[config.mk]
export PLATFORM = sky130hd
export DESIGN_NAME = ps2_host_tx
export DESIGN_NICKNAME = d
export VERILOG_FILES = /design/src/rtl/ps2_pkg.sv /design/src/rtl/ps2_line_sync.sv /design/src/rtl/ps2_host_tx.sv
export SDC_FILE = /design/constraint.sdc
export NUM_CORES = 1
export LEC_CHECK = 0
export BUFFER_PORTS_ARGS = -buffer_cell sky130_fd_sc_hd__clkbuf_2
export CAP_MARGIN = 20
export CORE_AREA = 4 4 62 64
export CTS_CLUSTER_SIZE = 8
export DETAILED_ROUTE_END_ITERATION = 16
export DIE_AREA = 0 0 66 68
export PLACE_DENSITY = 0.79
export RECOVER_POWER = 25
export SLEW_MARGIN = 10
export SYNTH_ARGS = -nofsm -noshare
export SYNTH_HDL_FRONTEND = slang
export SYNTH_SLANG_ARGS = --single-unit
[constraint.sdc]
create_clock -name clk -period 2.7 [get_ports clk]
set_clock_uncertainty 0.05 [all_clocks]
set_input_delay 0.135 -clock clk [delete_from_list [all_inputs] [get_ports clk]]
set_output_delay 0.135 -clock clk [all_outputs]
set_load 0.01 [all_outputs]
[src/rtl/ps2_pkg.sv]
// ============================================================================
// Module      : ps2_pkg
// Description : Shared types, frame constant and parity helper for the PS/2
//               host transmitter.
// Revision    : 1.0 - initial release
// ============================================================================
`default_nettype none

package ps2_pkg;

  typedef enum logic [2:0] {
    S_IDLE      = 3'd0,
    S_INHIBIT   = 3'd1,
    S_REQ       = 3'd2,
    S_SHIFT     = 3'd3,
    S_ACK       = 3'd4,
    S_WAIT_IDLE = 3'd5
  } ps2_state_e;

  // Falling edges in one host-to-device frame: 8 data, parity, stop, ack.
  localparam int PS2_FRAME_EDGES = 11;

  function automatic logic odd_parity(input logic [7:0] b);
    return ~^b;
  endfunction

endpackage

`default_nettype wire

[src/rtl/ps2_line_sync.sv]
// ============================================================================
// Module      : ps2_line_sync
// Description : 2-flop synchronizers for the PS/2 clock and data pads plus a
//               falling-edge pulse on the synchronized clock.
// Revision    : 1.0 - initial release
// ============================================================================
`default_nettype none

module ps2_line_sync (
  input  logic clk,
  input  logic reset,
  input  logic i_ps2_clk,
  input  logic i_ps2_data,
  output logic o_clk_s,
  output logic o_data_s,
  output logic o_clk_fall
);

  logic [1:0] r_clk_sync;
  logic [1:0] r_data_sync;
  logic       r_clk_prev;

  // Idle PS/2 lines float high, so every flop resets to 1.
  always_ff @(posedge clk) begin
    if (reset) begin
      r_clk_sync  <= 2'b11;
      r_data_sync <= 2'b11;
      r_clk_prev  <= 1'b1;
    end else begin
      r_clk_sync  <= {r_clk_sync[0], i_ps2_clk};
      r_data_sync <= {r_data_sync[0], i_ps2_data};
      r_clk_prev  <= r_clk_sync[1];
    end
  end

  assign o_clk_s    = r_clk_sync[1];
  assign o_data_s   = r_data_sync[1];
  assign o_clk_fall = r_clk_prev & ~r_clk_sync[1];

endmodule

`default_nettype wire

[src/rtl/ps2_host_tx.sv]
// ============================================================================
// Module      : ps2_host_tx
// Description : Host-to-device PS/2 command transmitter over open-collector
//               clock/data lines. Optional watchdog: PS2_TX_TIMEOUT_EN.
// Revision    : 1.0 - initial release
// ============================================================================
`default_nettype none

module ps2_host_tx
  import ps2_pkg::*;
#(
  parameter int INHIBIT_CYCLES = 2600,
  parameter int TIMEOUT_CYCLES = 400000
) (
  input  logic       clk,
  input  logic       reset,
  input  logic [7:0] data_in,
  input  logic       data_valid,
  output logic       ready,
  output logic       busy,
  output logic       done,
  output logic       error,
  input  logic       ps2_clk,
  input  logic       ps2_data,
  output logic       ps2_clk_oe,
  output logic       ps2_data_oe
);

  localparam int c_INH_W = $clog2(INHIBIT_CYCLES + 1);

  ps2_state_e         r_state;
  ps2_state_e         w_state_nxt;
  logic [c_INH_W-1:0] r_inh_cnt;
  logic [9:0]         r_shift;
  logic               r_tx_bit;
  logic [3:0]         r_edge_cnt;
  logic               r_ack_ok;
  logic               r_done;
  logic               r_error;

  logic w_clk_s;
  logic w_data_s;
  logic w_clk_fall;
  logic w_accept;
  logic w_inh_last;
  logic w_timeout;
  logic w_finish;
  logic w_finish_err;

  ps2_line_sync u_sync (
    .clk       (clk),
    .reset     (reset),
    .i_ps2_clk (ps2_clk),
    .i_ps2_data(ps2_data),
    .o_clk_s   (w_clk_s),
    .o_data_s  (w_data_s),
    .o_clk_fall(w_clk_fall)
  );

  assign ready      = (r_state == S_IDLE);
  assign busy       = ~ready;
  assign done       = r_done;
  assign error      = r_error;
  assign w_accept   = data_valid & ready;
  assign w_inh_last = (r_inh_cnt == c_INH_W'(INHIBIT_CYCLES - 1));

`ifdef PS2_TX_TIMEOUT_EN
  localparam int c_WD_W = $clog2(TIMEOUT_CYCLES + 1);

  logic [c_WD_W-1:0] r_wdog;

  // Held clear until the clock is released, then restarted by each falling edge.
  always_ff @(posedge clk) begin
    if (reset || r_state == S_IDLE || r_state == S_INHIBIT || w_clk_fall) begin
      r_wdog <= '0;
    end else if (!w_timeout) begin
      r_wdog <= r_wdog + 1'b1;
    end
  end

  assign w_timeout = (r_wdog == c_WD_W'(TIMEOUT_CYCLES));
`else
  // No watchdog: a silent device parks the block until reset.
  assign w_timeout = (TIMEOUT_CYCLES < 0);
`endif

  always_ff @(posedge clk) begin
    if (reset) begin
      r_state <= S_IDLE;
    end else begin
      r_state <= w_state_nxt;
    end
  end

  always_comb begin
    w_state_nxt  = r_state;
    w_finish     = 1'b0;
    w_finish_err = 1'b0;
    ps2_clk_oe   = 1'b0;
    ps2_data_oe  = 1'b0;
    unique case (r_state)
      S_IDLE: begin
        if (data_valid) w_state_nxt = S_INHIBIT;
      end
      S_INHIBIT: begin
        ps2_clk_oe  = 1'b1;
        ps2_data_oe = w_inh_last;
        if (w_inh_last) w_state_nxt = S_REQ;
      end
      S_REQ, S_SHIFT: begin
        ps2_data_oe = ~r_tx_bit;
        if (w_timeout) begin
          w_state_nxt  = S_IDLE;
          w_finish     = 1'b1;
          w_finish_err = 1'b1;
        end else if (w_clk_fall) begin
          if (r_state == S_REQ) begin
            w_state_nxt = S_SHIFT;
          end else if (r_edge_cnt == 4'(PS2_FRAME_EDGES - 2)) begin
            w_state_nxt = S_ACK;
          end
        end
      end
      S_ACK: begin
        if (w_timeout) begin
          w_state_nxt  = S_IDLE;
          w_finish     = 1'b1;
          w_finish_err = 1'b1;
        end else if (w_clk_fall) begin
          w_state_nxt = S_WAIT_IDLE;
        end
      end
      S_WAIT_IDLE: begin
        if (w_timeout) begin
          w_state_nxt  = S_IDLE;
          w_finish     = 1'b1;
          w_finish_err = 1'b1;
        end else if (w_clk_s && w_data_s) begin
          w_state_nxt  = S_IDLE;
          w_finish     = 1'b1;
          w_finish_err = ~r_ack_ok;
        end
      end
      default: w_state_nxt = S_IDLE;
    endcase
  end

  // Shift register holds {stop, parity, byte}; r_tx_bit is the bit on the line.
  always_ff @(posedge clk) begin
    if (reset) begin
      r_inh_cnt  <= '0;
      r_shift    <= '0;
      r_tx_bit   <= 1'b1;
      r_edge_cnt <= '0;
      r_ack_ok   <= 1'b0;
      r_done     <= 1'b0;
      r_error    <= 1'b0;
    end else begin
      r_done <= w_finish;
      if (w_finish) r_error <= w_finish_err;
      if (w_accept) begin
        r_shift    <= {1'b1, odd_parity(data_in), data_in};
        r_tx_bit   <= 1'b0;
        r_edge_cnt <= '0;
        r_inh_cnt  <= '0;
        r_ack_ok   <= 1'b0;
      end
      if (r_state == S_INHIBIT) r_inh_cnt <= r_inh_cnt + 1'b1;
      if (w_clk_fall && (r_state inside {S_REQ, S_SHIFT, S_ACK})) begin
        if (r_edge_cnt != 4'(PS2_FRAME_EDGES)) r_edge_cnt <= r_edge_cnt + 1'b1;
        r_tx_bit <= r_shift[0];
        r_shift  <= {1'b1, r_shift[9:1]};
        if (r_state == S_ACK) r_ack_ok <= ~w_data_s;
      end
    end
  end

endmodule

`default_nettype wire

## Word level (Yosys, flattened, before mapping)

Index checks and enable logic that the tools add are counted.
W data, S select, Z words.

| storage, ports and cells | value |
|---|---|
| output and inout bits | 6 |
| input bits | 13 |
| register bits | 38 |
| word-level logic and storage cells | 69 |

| operators by class | value |
|---|---|
| eq/ne operators | 14 |
| bitwise operators | 7 |
| reduce and logical (&&, ||, !) cells | 9 |
| $add $sub $neg | 2 |
| multiplexer cells | 26 |

Operators with widths:

| kind | count |
|---|---|
| $mux W12 | 2 |
| $mux W3 | 7 |
| $mux W10 | 2 |
| $pmux W3 S5 | 1 |
| $add A12 B1 Y12 const B | 1 |
| $eq A12 B12 Y1 const B | 1 |
| $mux W4 | 3 |
| $mux W1 | 10 |
| $ne A2 B2 Y1 const B | 5 |
| $reduce_xnor A8 Y1 | 1 |
| $eq A3 B2 Y1 const B | 2 |
| $eq A3 B3 Y1 const B | 2 |
| $reduce_and A6 Y1 | 1 |
| $not A1 Y1 | 5 |
| $add A4 B1 Y4 const B | 1 |
| $eq A4 B4 Y1 const B | 1 |
| $ne A4 B4 Y1 const B | 1 |
| $reduce_bool A2 Y1 | 2 |
| $eq A3 B1 Y1 const B | 1 |
| $logic_not A3 Y1 | 1 |
| $ne A3 B3 Y1 const B | 1 |
| $reduce_bool A3 Y1 | 1 |
| $and A1 B1 Y1 | 2 |
| $logic_and A1 B1 Y1 | 2 |
| other kinds (2) | 2 |

## Depth between registers and ports, before layout

| logic depth | value |
|---|---|
| word-level depth | 5 |
| depth in mapped cells | 7 |
| depth with buffers taken out | 5 |

## Cells and area by module

A second synthesis with hierarchy kept.

| second synthesis, totals | value |
|---|---|
| cell total of the unflattened synthesis | 218 |
| area total of the unflattened synthesis | 1,854.3 µm² |

By module, submodules not included:

| module | area each (µm²) | cells an instance | sequential area each (µm²) | times used |
|---|---|---|---|---|
| ps2_host_tx | 1,716.6 | 207 | 660.6 | 1 |
| ps2_line_sync | 137.6 | 11 | 100.1 | 1 |

## Least setup slack after synthesis

OpenSTA, ideal clock, no wires.

| path | value |
|---|---|
| path kind | register -> register |
| from | register r_state[2] |
| to | register r_tx_bit |
| clock period less this slack | 1.654 ns |
| path buffers | 2 |
| cell stages (with the launch flop) | 6 |
| slack | 1.046 ns |
| data arrival time | 1.484 ns |
| required time | 2.530 ns |
| setup time | 0.120 ns |
| cell sequence | dfxtp_1 > buf_6 > or4b_1 > buf_2 > and3_1 > a211o_1 |

| between the ends | value |
|---|---|
| word-level cells in the longest chain between the ends | 4 |
| elaborated cells on any way between the ends | 9 |
| classes of those cells | eq/ne: 3; mux: 1; bitwise: 1; reduce/logical: 4 |

RTL lines:

| element | line | text |
|---|---|---|
| start: declaration | ps2_host_tx.sv:31 | `ps2_state_e r_state;` |
| start signal: assignment | ps2_host_tx.sv:91 | `r_state <= w_state_nxt;` |
| $eq A3 B2 Y1 or $eq A3 B3 Y1 (tied branches) | ps2_host_tx.sv:169 | `if (w_clk_fall && (r_state inside {S_REQ, S_SHIFT, S_ACK})) begin` |
| $reduce_bool A3 Y1 | ps2_host_tx.sv:169 |  |
| $logic_and A1 B1 Y1 | ps2_host_tx.sv:169 |  |
| $mux W1 or $reduce_bool A2 Y1 (tied branches) | n/a |  |
| end signal: assignment | ps2_host_tx.sv:171 | `r_tx_bit <= r_shift[0];` |
| end: declaration | ps2_host_tx.sv:35 | `logic r_tx_bit;` |

Several ways; a longest one is shown, not always the timed one.
A chain may end at the register's enable or synchronous reset.

## Worst setup path after layout

| path | value |
|---|---|
| from | register r_inh_cnt[0] |
| to | output port ps2_data_oe |

| between the ends | value |
|---|---|
| word-level cells in the longest chain between the ends | 2 |

RTL lines:

| element | line | text |
|---|---|---|
| start: declaration | ps2_host_tx.sv:33 | `logic [c_INH_W-1:0] r_inh_cnt;` |
| start signal: assignment | ps2_host_tx.sv:168 | `if (r_state == S_INHIBIT) r_inh_cnt <= r_inh_cnt + 1'b1;` |
| $eq A12 B12 Y1 | ps2_host_tx.sv:65 | `assign w_inh_last = (r_inh_cnt == c_INH_W'(INHIBIT_CYCLES - 1));` |
| $pmux W1 S2 | ps2_host_tx.sv:101 | `unique case (r_state)` |
| end: declaration | ps2_host_tx.sv:26 | `output logic ps2_data_oe` |

No other way between the ends.

==> flow_summary.rst <==
.. list-table::
   :header-rows: 1

   * - Metric
     - Value
   * - Area of the die
     - 0.00449 sq mm
   * - Main combinational cell family by area after synthesis
     - simple AND/OR/NAND/NOR gates
   * - Final Hold Violating Endpoints
     - 0
   * - Number of antenna violations at the first check in global routing
     - 0
   * - Kind of launch point of the worst setup path
     - register
   * - Largest voltage drop on the vdd net
     - between 0.3 and 0.4 mV
   * - Remaining max-slew budget at the tightest pin
     - -7.04%
   * - Clock latency on the worst-skew pair
     - 0.36 ns
   * - Initial drt markers
     - around 160
   * - Post-synthesis cell count
     - between 200 and 250
   * - DR DRC count
     - 0
   * - Number of failing setup endpoints in the final timing report
     - 0
   * - Mean post-synth cell area
     - around 9 sq um
   * - Chip width
     - 66 microns
   * - Count of unique library cells instantiated by Yosys
     - 52
   * - Pin count of the biggest net entering global routing
     - 41
   * - Area share of the leading cell type in the synthesized netlist
     - about two fifths
   * - Die Span Y
     - 68 microns
   * - Core footprint
     - about 0.0033 sq mm
   * - Violated checks
     - max-capacitance violations, max-slew violations
   * - Via-to-Cell Ratio
     - between 5 and 6
   * - Number of rows created at floorplan
     - 21
   * - Initial standard-cell utilization of the core
     - between 50% and 60%
   * - CTS HTree Levels
     - 2
   * - Sequential element share of the synthesized area
     - between 30% and 40%
   * - Leading area contributor after synthesis
     - dfxtp_1
   * - Cell type of the slowest stage on the worst timing path
     - dfxtp_1
   * - Number of synthesized flops with an enable pin
     - 0
   * - Share of the clock period used by the worst path
     - about four fifths
   * - Share of async-settable or async-resettable flops after synthesis
     - 0%
   * - # port buffers
     - 18
   * - Top post-synthesis cells by area
     - dfxtp_1 39%, a21oi_1 6.2%, nand3_1 3.9%
   * - Post-synthesis adder-cell area fraction
     - between 1.5 and 2%
   * - Clock Sink Count
     - 38
   * - Simple logic cell fraction of the synthesized area
     - 27.0%
   * - Maximum fanout encountered on the critical timing path
     - 5
   * - Achievable Freq
     - ~470 MHz
   * - Startpoint-to-endpoint class of the critical path
     - reg2out
   * - Synthesized area
     - a little under 0.002 sq mm
   * - Power density cells
     - between 500 and 600 mW/mm^2
   * - Status
     - finished, violations left
   * - Layout net count
     - 248
   * - Max_cap viols
     - 1
   * - WP data required
     - 2.52 ns
   * - Share of the synthesized area in compound gates (AO/OA/AOI/OAI)
     - a little under a fifth
   * - Via count
     - 1,580
   * - Number of cells in the finished layout apart from fillers
     - about 280
   * - Routed wire per std cell
     - roughly 13 microns
   * - Cell Chain, Critical Path
     - ha_1 > and4b_1 > nand3_1 > or3_1 > a21oi_1 > clkbuf_2
   * - Static leakage
     - roughly 0.75 nW
   * - Fraction of final layout cells with drive strength greater than 1
     - a little under a fifth
   * - Data arrival, critical path
     - 1.94 ns
   * - Longest Clk Path Bufs
     - 2
   * - Final Wtd Congestion
     - 0.813
   * - First-pass GRT wire length
     - ~6300 microns
   * - Setup tns final
     - 0 ns
   * - TritonCTS clock tree
     - yes
   * - Seq cells post-synth
     - 38
   * - Antenna diodes
     - 0
   * - GRT Util Overall
     - a little under a fifth
   * - Root buf cell
     - clkbuf_4
   * - Most used flip-flop cell after synthesis
     - dfxtp_1
   * - Number of iterations in the first detailed-routing pass
     - 4
   * - Post-layout minimum cycle time
     - between 2 and 2.5 ns
   * - Placed Cells
     - approximately 270
   * - Delay contributed by the slowest stage of the critical path
     - just under 0.4 ns
   * - Final antenna-violating net count
     - 0
   * - Clk pin slew, worst setup/hold paths
     - ~0.12 ns
   * - Transition time at the pin with the least slew margin
     - ~1.6 ns
   * - Number of gates resized after cts
     - 0
   * - Net count after synthesis
     - 236
   * - TritonCTS Buffers
     - 5
   * - Grt total ovfl
     - 0
   * - Number of max-slew violations in the final report
     - between 40 and 50
   * - Number of top-level pins
     - 19
   * - Xor/xnor cell area share of the yosys netlist
     - about 3.2%
   * - Number of global-route vias before repair
     - about 1,400
   * - Synth Warn #
     - 0
   * - Wirelength, routed
     - ~3700 microns
   * - Final HPWL DP
     - roughly 2500 microns
   * - Synthesis-to-layout area growth
     - 8.50%
   * - Class of the tightest hold or removal check
     - in2reg
   * - Mux contribution to synthesized area
     - roughly 3.4%
   * - Endpoint type of the worst setup path
     - output pin
   * - Unrepaired setup endpoints after global routing
     - no
[per-layer routing]
layer | vias to the layer above | track usage [%] | wire [microns] | share of wire [%]
li1 | 819 | - | - | -
met1 | 720 | 23.2 | 1770 | 48
met2 | 35 | 29.3 | 1650 | 45
met3 | 6 | 4.93 | 161 | 4.4
met4 | 0 | 8.38 | 72 | 2.0
met5 | - | 0 | 0 | 0
[synthesized netlist by cell type, types with 2 or more instances]
cell and count:
or3_1 3, buf_2 7, mux2_2 4, or2_2 5
nand4b_1 3, nand3_1 15, and4_1 2, nor4b_1 2
inv_1 3, nor2b_1 2, xnor2_1 7, and3_1 3
buf_6 4, a211oi_1 2, nor3_1 5, clkbuf_1 6
nor3b_1 2, o211ai_1 3, a22oi_1 8, o21ai_0 5
nand3b_1 3, nand2_1 13, dfxtp_1 38, a2bb2oi_1 2
a21oi_1 24, ha_1 3, nand4_1 2, nor2_1 17
nand2b_1 4
[stage by stage]
| stage | utilization [%] | instance area, sq um | setup WS [ns] | power, mW | hold WS, ns |
|---|---|---|---|---|---|
| 6_report | 63.7 | 2090 | 0.579 | 1.10 | 0.0451 |
| 5_1_grt | 63.7 | 2090 | 0.427 | 1.16 | 0.0508 |
| 4_1_cts | 63.8 | 2100 | 0.547 | 1.12 | 0.0272 |
| 3_5_place_dp | 60.7 | 1990 | 0.726 | 0.723 | 0.270 |
| 3_3_place_gp | 60.7 | 1990 | 0.748 | 0.721 | 0.269 |
| 2_1_floorplan | - | 1930 | 1.05 | 0.697 | 0.189 |
[logic make-up (layout without fill, tap and decap cells)]
family | count (synthesis) | count (layout)
compound gates | 55 | 55
fa+ha+maj | 3 | 3
simple gates | 90 | 90
flops | 38 | 38
buf+inv | 21 | 34
mux | 6 | 6
xor+xnor | 7 | 7
[final timing paths]
kind / from / end / slack, ns / cells past startpoint
hold / removal: data_in[0] / r_shift[0]$_SDFFE_PP0P_ / 0.05 / 3
setup reg to reg: r_state[2]$_SDFFE_PP0P_ / r_shift[8]$_SDFFE_PP0P_ / 0.66 / 4
setup / recovery: r_inh_cnt[0]$_SDFFE_PP0P_ / ps2_data_oe / 0.58 / 6
hold reg to reg: u_sync.r_clk_sync[0]$_SDFF_PP1_ / u_sync.r_clk_sync[1]$_SDFF_PP1_ / 0.37 / 1
[timing repair]
| action | in CTS | in global routing |
|---|---|---|
| endpoints found under the hold margin | 2 | 0 |
| buffers inserted | 0 | 0 |
| hold buffers | 2 | 0 |
[sequential cells by signal, summed over array words and instances (netlist names), 2 cells and up]
signal,flops
r_state,3
u_sync.r_clk_sync,2
r_edge_cnt,4
u_sync.r_data_sync,2
r_inh_cnt,12
r_shift,10
[worst max-delay path, delay by kind of cell, from the launching register on]
kind                       cells  cell delay [ns]
DFF                            1             0.39
AOI/OAI and AO/OA              1             0.15
and+or+nand+nor                3             0.65
buffers and inverters          1             0.15
adders and majority gates      1             0.24
[layout make-up]
type                            instances  area [sq um]
Clock buffer                            5          37.5
Clock inverter                          3          45.0
Fill cell                             275          1190
Inverter                                4          16.3
Multi-Input combinational cell        161          1050
Sequential cell                        38           761
Tap cell                               46          57.6
Timing Repair Buffer                   22           120
[power by group]
group / leakage [nW] / internal, mW / switching, mW
clock: 0.0374 / 0.194 / 0.198
sequential: 0.310 / 0.579 / 0.0128
combinational: 0.399 / 0.0529 / 0.0663
total: 0.746 / 0.826 / 0.277
[cell usage in the layout (no fill, tap or decap), drive strengths merged, types with 3 or more instances in the layout]
cell type / Yosys / final
dfxtp: 38 / 38
a21oi: 24 / 24
clkbuf: 6 / 23
nor2: 17 / 17
nand3: 15 / 15
nand2: 13 / 13
a22oi: 8 / 8
xnor2: 7 / 7
nor3: 6 / 6
o21ai: 6 / 6
or2: 5 / 5
mux2: 5 / 5
nand2b: 4 / 4
inv: 3 / 3
or3: 3 / 3
nand3b: 3 / 3
o211ai: 3 / 3
and3: 3 / 3
nand4b: 3 / 3
ha: 3 / 3
nor3b: 3 / 3
Note: power is estimated with default switching activity, not from simulation.
